File: src/rtl/countdown_timer_pkg.sv
// countdown_timer_pkg: shared types and constants for the countdown timer.
//   state_t       - controller state encoding (IDLE/RUN/DONE)
//   DEFAULT_WIDTH - default counter width in bits
package countdown_timer_pkg;

    typedef enum logic [1:0] {
        IDLE = 2'b00,
        RUN  = 2'b01,
        DONE = 2'b10
    } state_t;

    localparam int unsigned DEFAULT_WIDTH = 3;

endpackage

File: src/rtl/countdown_timer_dff_ar.sv
// dff_ar: WIDTH-bit register with asynchronous active-low reset to zero.
//   clk   - clock, rising edge
//   rst_n - asynchronous active-low reset
//   d     - next value
//   q     - registered value
module dff_ar #(
    parameter int unsigned WIDTH = 1
) (
    input  logic             clk,
    input  logic             rst_n,
    input  logic [WIDTH-1:0] d,
    output logic [WIDTH-1:0] q
);

    always_ff @(posedge clk or negedge rst_n) begin
        if (!rst_n) q <= '0;
        else        q <= d;
    end

endmodule

File: src/rtl/countdown_timer.sv
// countdown_timer: loadable down-counter with a one-cycle terminal-count pulse.
// Optional feature macro: COUNTDOWN_TIMER_AUTORELOAD_EN (reload and keep
// running on terminal count instead of passing through DONE).
//   clk        - clock, rising edge
//   rst_n      - asynchronous active-low reset
//   load_valid - load request
//   load_value - start value, sampled on a load handshake
//   load_ready - high when a load can be accepted (IDLE or DONE)
//   en         - count enable; counter holds while low
//   abort      - synchronous cancel, highest priority
//   count      - current counter value
//   busy       - high while in RUN
//   done       - registered one-cycle terminal-count pulse
module countdown_timer
    import countdown_timer_pkg::*;
#(
    parameter int unsigned WIDTH = DEFAULT_WIDTH
) (
    input  logic             clk,
    input  logic             rst_n,
    input  logic             load_valid,
    input  logic [WIDTH-1:0] load_value,
    output logic             load_ready,
    input  logic             en,
    input  logic             abort,
    output logic [WIDTH-1:0] count,
    output logic             busy,
    output logic             done
);

    state_t           state_q;
    state_t           state_d;
    logic [1:0]       state_raw;
    logic [WIDTH-1:0] count_q;
    logic [WIDTH-1:0] count_d;
    logic             done_q;
    logic             done_d;
    logic             handshake;

    dff_ar #(.WIDTH(2))     u_state (.clk(clk), .rst_n(rst_n), .d(state_d), .q(state_raw));
    dff_ar #(.WIDTH(WIDTH)) u_count (.clk(clk), .rst_n(rst_n), .d(count_d), .q(count_q));
    dff_ar #(.WIDTH(1))     u_done  (.clk(clk), .rst_n(rst_n), .d(done_d),  .q(done_q));

    assign state_q = state_t'(state_raw);

`ifdef COUNTDOWN_TIMER_AUTORELOAD_EN
    // Reload value is only consumed by the auto-reload path.
    logic [WIDTH-1:0] reload_q;
    logic [WIDTH-1:0] reload_d;

    dff_ar #(.WIDTH(WIDTH)) u_reload (.clk(clk), .rst_n(rst_n), .d(reload_d), .q(reload_q));

    always_comb begin
        reload_d = reload_q;
        if (handshake && (load_value != '0)) reload_d = load_value;
    end
`endif

    assign load_ready = (state_q != RUN);
    assign busy       = (state_q == RUN);
    assign count      = count_q;
    assign done       = done_q;

    // abort blocks the handshake so a simultaneous load has no effect
    assign handshake  = load_valid && load_ready && !abort;

    always_comb begin
        state_d = state_q;
        count_d = count_q;
        done_d  = 1'b0;

        if (abort) begin
            state_d = IDLE;
            count_d = '0;
        end else begin
            case (state_q)
                RUN: begin
                    if (en) begin
                        // <= 1 rather than == 1 so a zero count can never wrap
                        if (count_q <= WIDTH'(1)) begin
                            done_d = 1'b1;
`ifdef COUNTDOWN_TIMER_AUTORELOAD_EN
                            state_d = RUN;
                            count_d = reload_q;
`else
                            state_d = DONE;
                            count_d = '0;
`endif
                        end else begin
                            count_d = count_q - WIDTH'(1);
                        end
                    end
                end
                default: begin
                    // IDLE and DONE behave alike: accept a load or settle in IDLE
                    if (handshake) begin
                        count_d = load_value;
                        if (load_value != '0) begin
                            state_d = RUN;
                        end else begin
                            state_d = DONE;
                            done_d  = 1'b1;
                        end
                    end else begin
                        state_d = IDLE;
                        count_d = '0;
                    end
                end
            endcase
        end
    end

endmodule
File: config.mk
export PLATFORM = sky130hd
export DESIGN_NAME = countdown_timer
export DESIGN_NICKNAME = d
export VERILOG_FILES = /design/src/rtl/countdown_timer_pkg.sv /design/src/rtl/countdown_timer_dff_ar.sv /design/src/rtl/countdown_timer.sv
export SDC_FILE = /design/constraint.sdc
export NUM_CORES = 1
export LEC_CHECK = 0
export ABC_AREA = 1
export CAP_MARGIN = 25
export CORE_AREA = 2 2 39 41
export CTS_BUF_LIST = sky130_fd_sc_hd__clkbuf_4 sky130_fd_sc_hd__clkbuf_8 sky130_fd_sc_hd__clkbuf_16
export DETAILED_ROUTE_END_ITERATION = 7
export DIE_AREA = 0 0 41 43
export GPL_ROUTABILITY_DRIVEN = 0
export PLACE_DENSITY = 0.55
export SLEW_MARGIN = 20
export SYNTH_ARGS = -nofsm -noshare
export SYNTH_HDL_FRONTEND = slang
export SYNTH_SLANG_ARGS = --single-unit
export TNS_END_PERCENT = 30
File: constraint.sdc
create_clock -name clk -period 3 [get_ports clk]
set_input_delay 0.75 -clock clk [delete_from_list [all_inputs] [get_ports clk]]
set_output_delay 0.75 -clock clk [all_outputs]
set_load 0.01 [all_outputs]
==> results of run 1 <==
cell usage after synthesis:
library cell  count
nor2_2            1
o211ai_1          1
a21oi_1           2
nand3_1           7
ha_1              2
nand2_2           2
nand3_2           1
dfrtp_1           6
nor2_4            1
nand2_1          21
inv_2             2
inv_1            10
nor3_1            1
nor2_1            8
stage by stage:
| stage | power (mW) | utilization | instance area (µm²) |
|---|---|---|---|
| 3_3_place_gp | 0.217 | 0.417 | 577 |
| 5_1_grt | 0.314 | 0.433 | 599 |
| 6_report | 0.284 | 0.433 | 599 |
| 3_5_place_dp | 0.217 | 0.417 | 577 |
| 4_1_cts | 0.291 | 0.433 | 599 |
| 2_1_floorplan | 0.169 | - | 427 |
per-layer routing:
| metal | wire, µm | global-route usage | part of all wire | vias up |
|---|---|---|---|---|
| li1 | - | - | - | 233 |
| met1 | 415 | 0.184 | 0.47 | 199 |
| met2 | 442 | 0.203 | 0.50 | 9 |
| met3 | 25 | 0.0524 | 0.028 | 0 |
| met4 | 0 | 0.0200 | 0 | 0 |
| met5 | 0 | 0 | 0 | - |
final cells by class:
| class | count | area (µm²) |
|---|---|---|
| inverter | 12 | 45.0 |
| sequential | 6 | 150 |
| fill | 150 | 785 |
| clock buffer | 3 | 22.5 |
| tap | 16 | 20.0 |
| multi-input combinational | 47 | 231 |
| timing repair buffer | 13 | 130 |
cell families after synthesis:
kind of cell,synth area share
buffers and inverters,0.106
AND/OR/NAND/NOR,0.443
AO/OA/AOI/OAI,0.0411
flip-flops,0.352
adder cells (fa/ha/maj),0.0586
worst reg2reg max path: stages, from the launching register on:
cell     delay [ps]
dfrtp_1         390
inv_1           130
ha_1            180
nand2_1         110
nand3_1         100
nand2_1          50
nand3_1          70
nand2_1          50
cells in the final DEF (no fill, tap or decap):
cell and instances:
nor2_2 1, nor3_1 1, o211ai_1 1, clkbuf_4 3, ha_1 2, nor2_1 8
nand2_2 2, nand3_2 1, inv_1 10, nor2_4 1, clkdlybuf4s50_1 13, dfrtp_1 6
inv_2 2, nand2_1 21, nand3_1 7, a21oi_1 2
registers in the layout, indices dropped and copies added, names as in the netlist:
register / flops
u_count.q: 3
u_state.q: 2
u_done.q: 1
report_power, final:
group / internal [mW] / total (mW) / switching, mW
clock network: 0.0450 / 0.0702 / 0.0252
logic: 0.0526 / 0.114 / 0.0610
registers: 0.0917 / 0.100 / 0.00882
total: 0.189 / 0.284 / 0.0951
path summary, 6_finish.rpt:
| path | to | slack, ps | cells after the start |
|---|---|---|---|
| min in group asynchronous | u_count.q[0]$_DFFE_PN0P_ | 760 | 1 |
| worst max-delay path | load_ready | 880 | 3 |
| worst max register to register | u_count.q[0]$_DFFE_PN0P_ | 1810 | 7 |
| max in group asynchronous | u_done.q$_DFF_PN0_ | 2030 | 1 |
| worst min register to register | u_count.q[1]$_DFFE_PN0P_ | 520 | 2 |
| worst min-delay path | u_count.q[1]$_DFFE_PN0P_ | 520 | 2 |
==> metrics.txt, run 1 <==
outcome=completed; number of buffers and inverters on the critical path=2; Worst Setup End Kind=output pin; root buf cell=clkbuf_4; die height=between 40 and 50 µm; first-pass GRT wire length=1690 µm; die area=1760 µm²; layout cells sized above 1=0.123; Synth Area per Inst=6.56 µm²; Setup crit start=u_state.q[1]$_DFFE_PN0P_; Synth Instances=65; CTS clock-pin slew for the worst setup and hold paths=40 ps; CTS tree=built; DRT Pass-1 Iters=2; port buffer count=13; Fin. Hold Viols=0; # DRC=0; largest net degree at the start of global routing=8; fin crit share=0.707; Yosys top cell by area=dfrtp_1; Crit path largest cell delay=around 560 ps; Final Skew=1.01 ps; top-area cell type share of the netlist area=0.352; Period minus WS final=roughly 2100 ps; kind of critical path=flip-flop to output pin; Syn. warnings=0; CTS Sinks=6; Synth Net Count=75; Hold-fix buffers, CTS=0; Placeable Area=1380 µm²; Post-Place Cells=94; antenna-violating nets left=0; Cell Area, Synth=roughly 430 µm²; sequential-to-total area share from yosys stat=0.352; Slew headroom=0.817; synth top area cells=dfrtp_1 (35%), nand2_1 (18%), inv_1 (8.8%); routed length per instance=9.10 µm; CP Launch Type=flip-flop; final std cells w/o fill=97; CP max stage cell=clkdlybuf4s50_1; Crit Reg-Reg Startpoint=u_count.q[1]$_DFFE_PN0P_; pre-CTS setup slack=around 1100 ps; final global-route overflow total=0; vias in the first global route=413; 1st-iter DRT viols=5; hpwl dp=769 µm; later-pin clock latency in the skew report=240 ps; CP Cell Sequence=inv_2, nand2_2, clkdlybuf4s50_1; Setup Buffers After CTS=0; synthesis-to-finish area growth=40.5%; WHS=about 520 ps; CTS resizes=0; Max Clock Freq=around 470 MHz; worst hold path class=flip-flop to flip-flop; fin. max-slew vios=0; Vias=441; post-synth cell types=14; Critical Path RT=2250 ps; WP data arrival=1370 ps; Nets=93; H-tree levels=1; Worst-Margin Slew=between 200 and 300 ps; hold path startpoint=u_count.q[1]$_DFFE_PN0P_; Setup-failing EPs final=0; Synth Register Bits=6; CP Max Fanout=7; Die W=41 µm; row cnt=14; ant diodes=0; setup tns final=0 ps; worst vdd ir=between 0.2 and 0.25 mV; vias per std cell=4.55; Tot GR Track Use=0.135; CP delay by family, top=buffers and inverters; Num CTS Buffers=3; I/O pins=14; Max-Cap Viols=0; DRT Wirelength=883 µm; P per Cell Area=474 nW/µm²; LEAKAGE=about 0.32 nW; initial antenna violation count=0; Initial Util=0.308; CTS Buffer Depth=2; RSZ-0062 raised after global routing=no; Setup WS post-layout=between 800 and 900 ps
Power figures use the tool's default switching activity.
==> run 2, diff against run 1 <==
--- a/config.mk
+++ b/config.mk
@@ -12,7 +12,7 @@
 export DETAILED_ROUTE_END_ITERATION = 7
 export DIE_AREA = 0 0 41 43
 export GPL_ROUTABILITY_DRIVEN = 0
-export PLACE_DENSITY = 0.55
+export PLACE_DENSITY = 0.58
 export SLEW_MARGIN = 20
 export SYNTH_ARGS = -nofsm -noshare
 export SYNTH_HDL_FRONTEND = slang
==> constraint.sdc (replaced) <==
create_clock -name clk -period 1.9 [get_ports clk]
set_input_delay 0.475 -clock clk [delete_from_list [all_inputs] [get_ports clk]]
set_output_delay 0.475 -clock clk [all_outputs]
set_load 0.01 [all_outputs]
==> run 2 against run 1 <==
  * Core utilization grew 0.18 points
  * Non-clock buffer count is the same
  * Worst setup slack lost 840 ps
  * First-iteration DRC count shrank 20%
  * Global-route usage shrank 2.3 points
  * Wire length shrank 4.1%
  * Largest cell class unchanged
  * Sequential cell count is the same
  * Clock-buffer cell count is the same
  * Sequential power grew 59%
  * Clock power grew 64%
==> metrics.txt, run 2 (synthesized netlist as in run 1, its figures left out) <==
synthesis-to-finish area growth=41.1% (was 40.5%); H-tree levels=1 (unchanged); setup tns final=0 ps (unchanged); Num CTS Buffers=3 (unchanged); kind of critical path=flip-flop to output pin (unchanged); WP data arrival=1380 ps (was 1370 ps); multi-input logic area=231 µm² (unchanged); Top reg by flops=u_count.q (unchanged); fin. max-slew vios=0 (unchanged); LEAKAGE=0.323 nW (was 0.319 nW); die area=1760 µm² (unchanged); FF/Latch Area=150 µm² (unchanged); Max-Cap Viols=0 (unchanged); Crit path largest cell delay=560 ps (about the same); initial antenna violation count=0 (unchanged); routed length per instance=8.73 µm (was 9.10 µm); WL met2=400 µm (was 442 µm); met3 WL=37 µm (was 25 µm); worst hold path class=primary input to async pin (was flip-flop to flip-flop); Fin. Hold Viols=0 (unchanged); max reg flops=3 (unchanged); CP Cell Sequence=nor2_4, clkdlybuf4s50_1 (was inv_2, nand2_2, clkdlybuf4s50_1); DRT met1 WL=396 µm (was 415 µm); Slew headroom=0.824 (was 0.817); port buffer count=13 (unchanged); Placeable Area=1380 µm² (unchanged); Period minus WS final=approximately 1900 ps; worst setup path end=busy (was load_ready); P per Cell Area=747 nW/µm² (was 474 nW/µm²); final global-route overflow total=0 (unchanged); fin crit share=0.977; CTS Sinks=6 (unchanged); ant diodes=0 (unchanged); antenna-violating nets left=0 (unchanged); later-pin clock latency in the skew report=240 ps (about the same); die height=43 µm (unchanged); Setup-failing EPs final=0 (unchanged); CP max stage cell=clkdlybuf4s50_1 (unchanged); worst vdd ir=0.240 mV (was 0.249 mV); RSZ-0062 raised after global routing=no (unchanged); I/O pins=14 (unchanged); Die W=41 µm (unchanged); Critical Path RT=1420 ps (was 2250 ps); first-pass GRT wire length=1320 µm (was 1690 µm); largest net degree at the start of global routing=8 (unchanged); Max Clock Freq=539 MHz; Tot GR Track Use=0.112 (was 0.135); CTS Buffer Depth=2 (unchanged); DRT Wirelength=847 µm (was 883 µm); Worst Setup End Kind=output pin (unchanged); # DRC=0 (unchanged); CP Max Fanout=5 (was 7); Final Skew=1.51 ps (was 1.01 ps); vias in the first global route=343 (was 413); reg2reg path depth=7 (unchanged); Worst-Margin Slew=264 ps (was 274 ps); outcome=completed (unchanged); flop2flop setup slack=720 ps (was 1810 ps); Core Util, Final=0.435 (was 0.433); most frequent cells in the layout=nand2_1 (21), clkdlybuf4s50_1 (12), inv_1 (10) (was nand2_1 (21), clkdlybuf4s50_1 (13), inv_1 (10)); vias per std cell=4.43 (was 4.55); row cnt=14 (unchanged); DR top layer=met4 (was met3); Vias=430 (was 441); Initial Util=0.308 (unchanged); hpwl dp=708 µm (was 769 µm); most common cell after layout, fill and taps aside=nand2_1 (unchanged); CP Launch Type=flip-flop (unchanged); Fill cells=153 (was 150); Crit Reg-Reg Startpoint=u_count.q[1]$_DFFE_PN0P_ (unchanged); worst reg2reg endpoint=u_count.q[0]$_DFFE_PN0P_ (unchanged); top flop regs=u_count.q x3, u_state.q x2, u_done.q x1 (unchanged); Hold-fix buffers, CTS=0 (unchanged); CTS clock-pin slew for the worst setup and hold paths=40 ps (about the same); Nets=93 (unchanged); CTS tree=built (unchanged); Setup crit start=u_state.q[1]$_DFFE_PN0P_ (unchanged); Setup Buffers After CTS=0 (unchanged); root buf cell=clkbuf_4 (unchanged); 1st-iter DRT viols=4 (was 5); layout cells sized above 1=0.123 (unchanged); DRT Pass-1 Iters=4 (was 2)
-- run 2: layout make-up --
cell class              instances  share of cell area
clock buffers                   3              0.0374
well taps                      16              0.0333
inverters                      12              0.0748
repair buffers                 13               0.220
multi-input cells              47               0.385
flip-flops and latches          6               0.249
-- run 2: worst min-delay path by stage --
stage / endpoint / slack, ps
floorplan: u_count.q[0]$_DFFE_PN0P_ / 180
global placement: u_count.q[1]$_DFFE_PN0P_ / 520
detailed placement: u_count.q[1]$_DFFE_PN0P_ / 520
CTS: u_count.q[0]$_DFFE_PN0P_ / 470
global route: u_count.q[1]$_DFFE_PN0P_ / 490
finish: u_count.q[0]$_DFFE_PN0P_ / 470
-- run 2: through the flow --
stage | setup WS (ps) | instances | hold slack (ps) | cell area [µm²] | power (mW)
final | 44.5 | 97 | 469 | 602 | 0.449
after global routing | 6.27 | 97 | 486 | 602 | 0.486
after CTS | 26.2 | 97 | 472 | 599 | 0.460
after detailed placement | 289 | 94 | 515 | 577 | 0.341
after global placement | 288 | 94 | 522 | 577 | 0.341
after floorplan | 776 | 65 | 179 | 427 | 0.266
-- run 2: per-layer routing --
metal,vias to the layer above,global-route usage
met5,-,0
met4,0,0.0400
met3,2,0.0524
met2,10,0.159
met1,186,0.144
li1,232,-
-- run 2: repair_timing --
action / in CTS / in global routing
hold endpoints to repair: 0 / 0
endpoints found under the setup margin: 0 / 1
gates resized for setup: 0 / 1
-- run 2: worst max-delay path, delay by kind of cell (launching register included) --
family / cells / cell delay (ps)
flip-flops: 1 / 400
buffers and inverters: 1 / 560
AND/OR/NAND/NOR: 1 / 180
-- run 2: power breakdown --
part	switching [mW]	internal, mW
logic	0.0938	0.0818
clock network	0.0433	0.0712
registers	0.0146	0.145
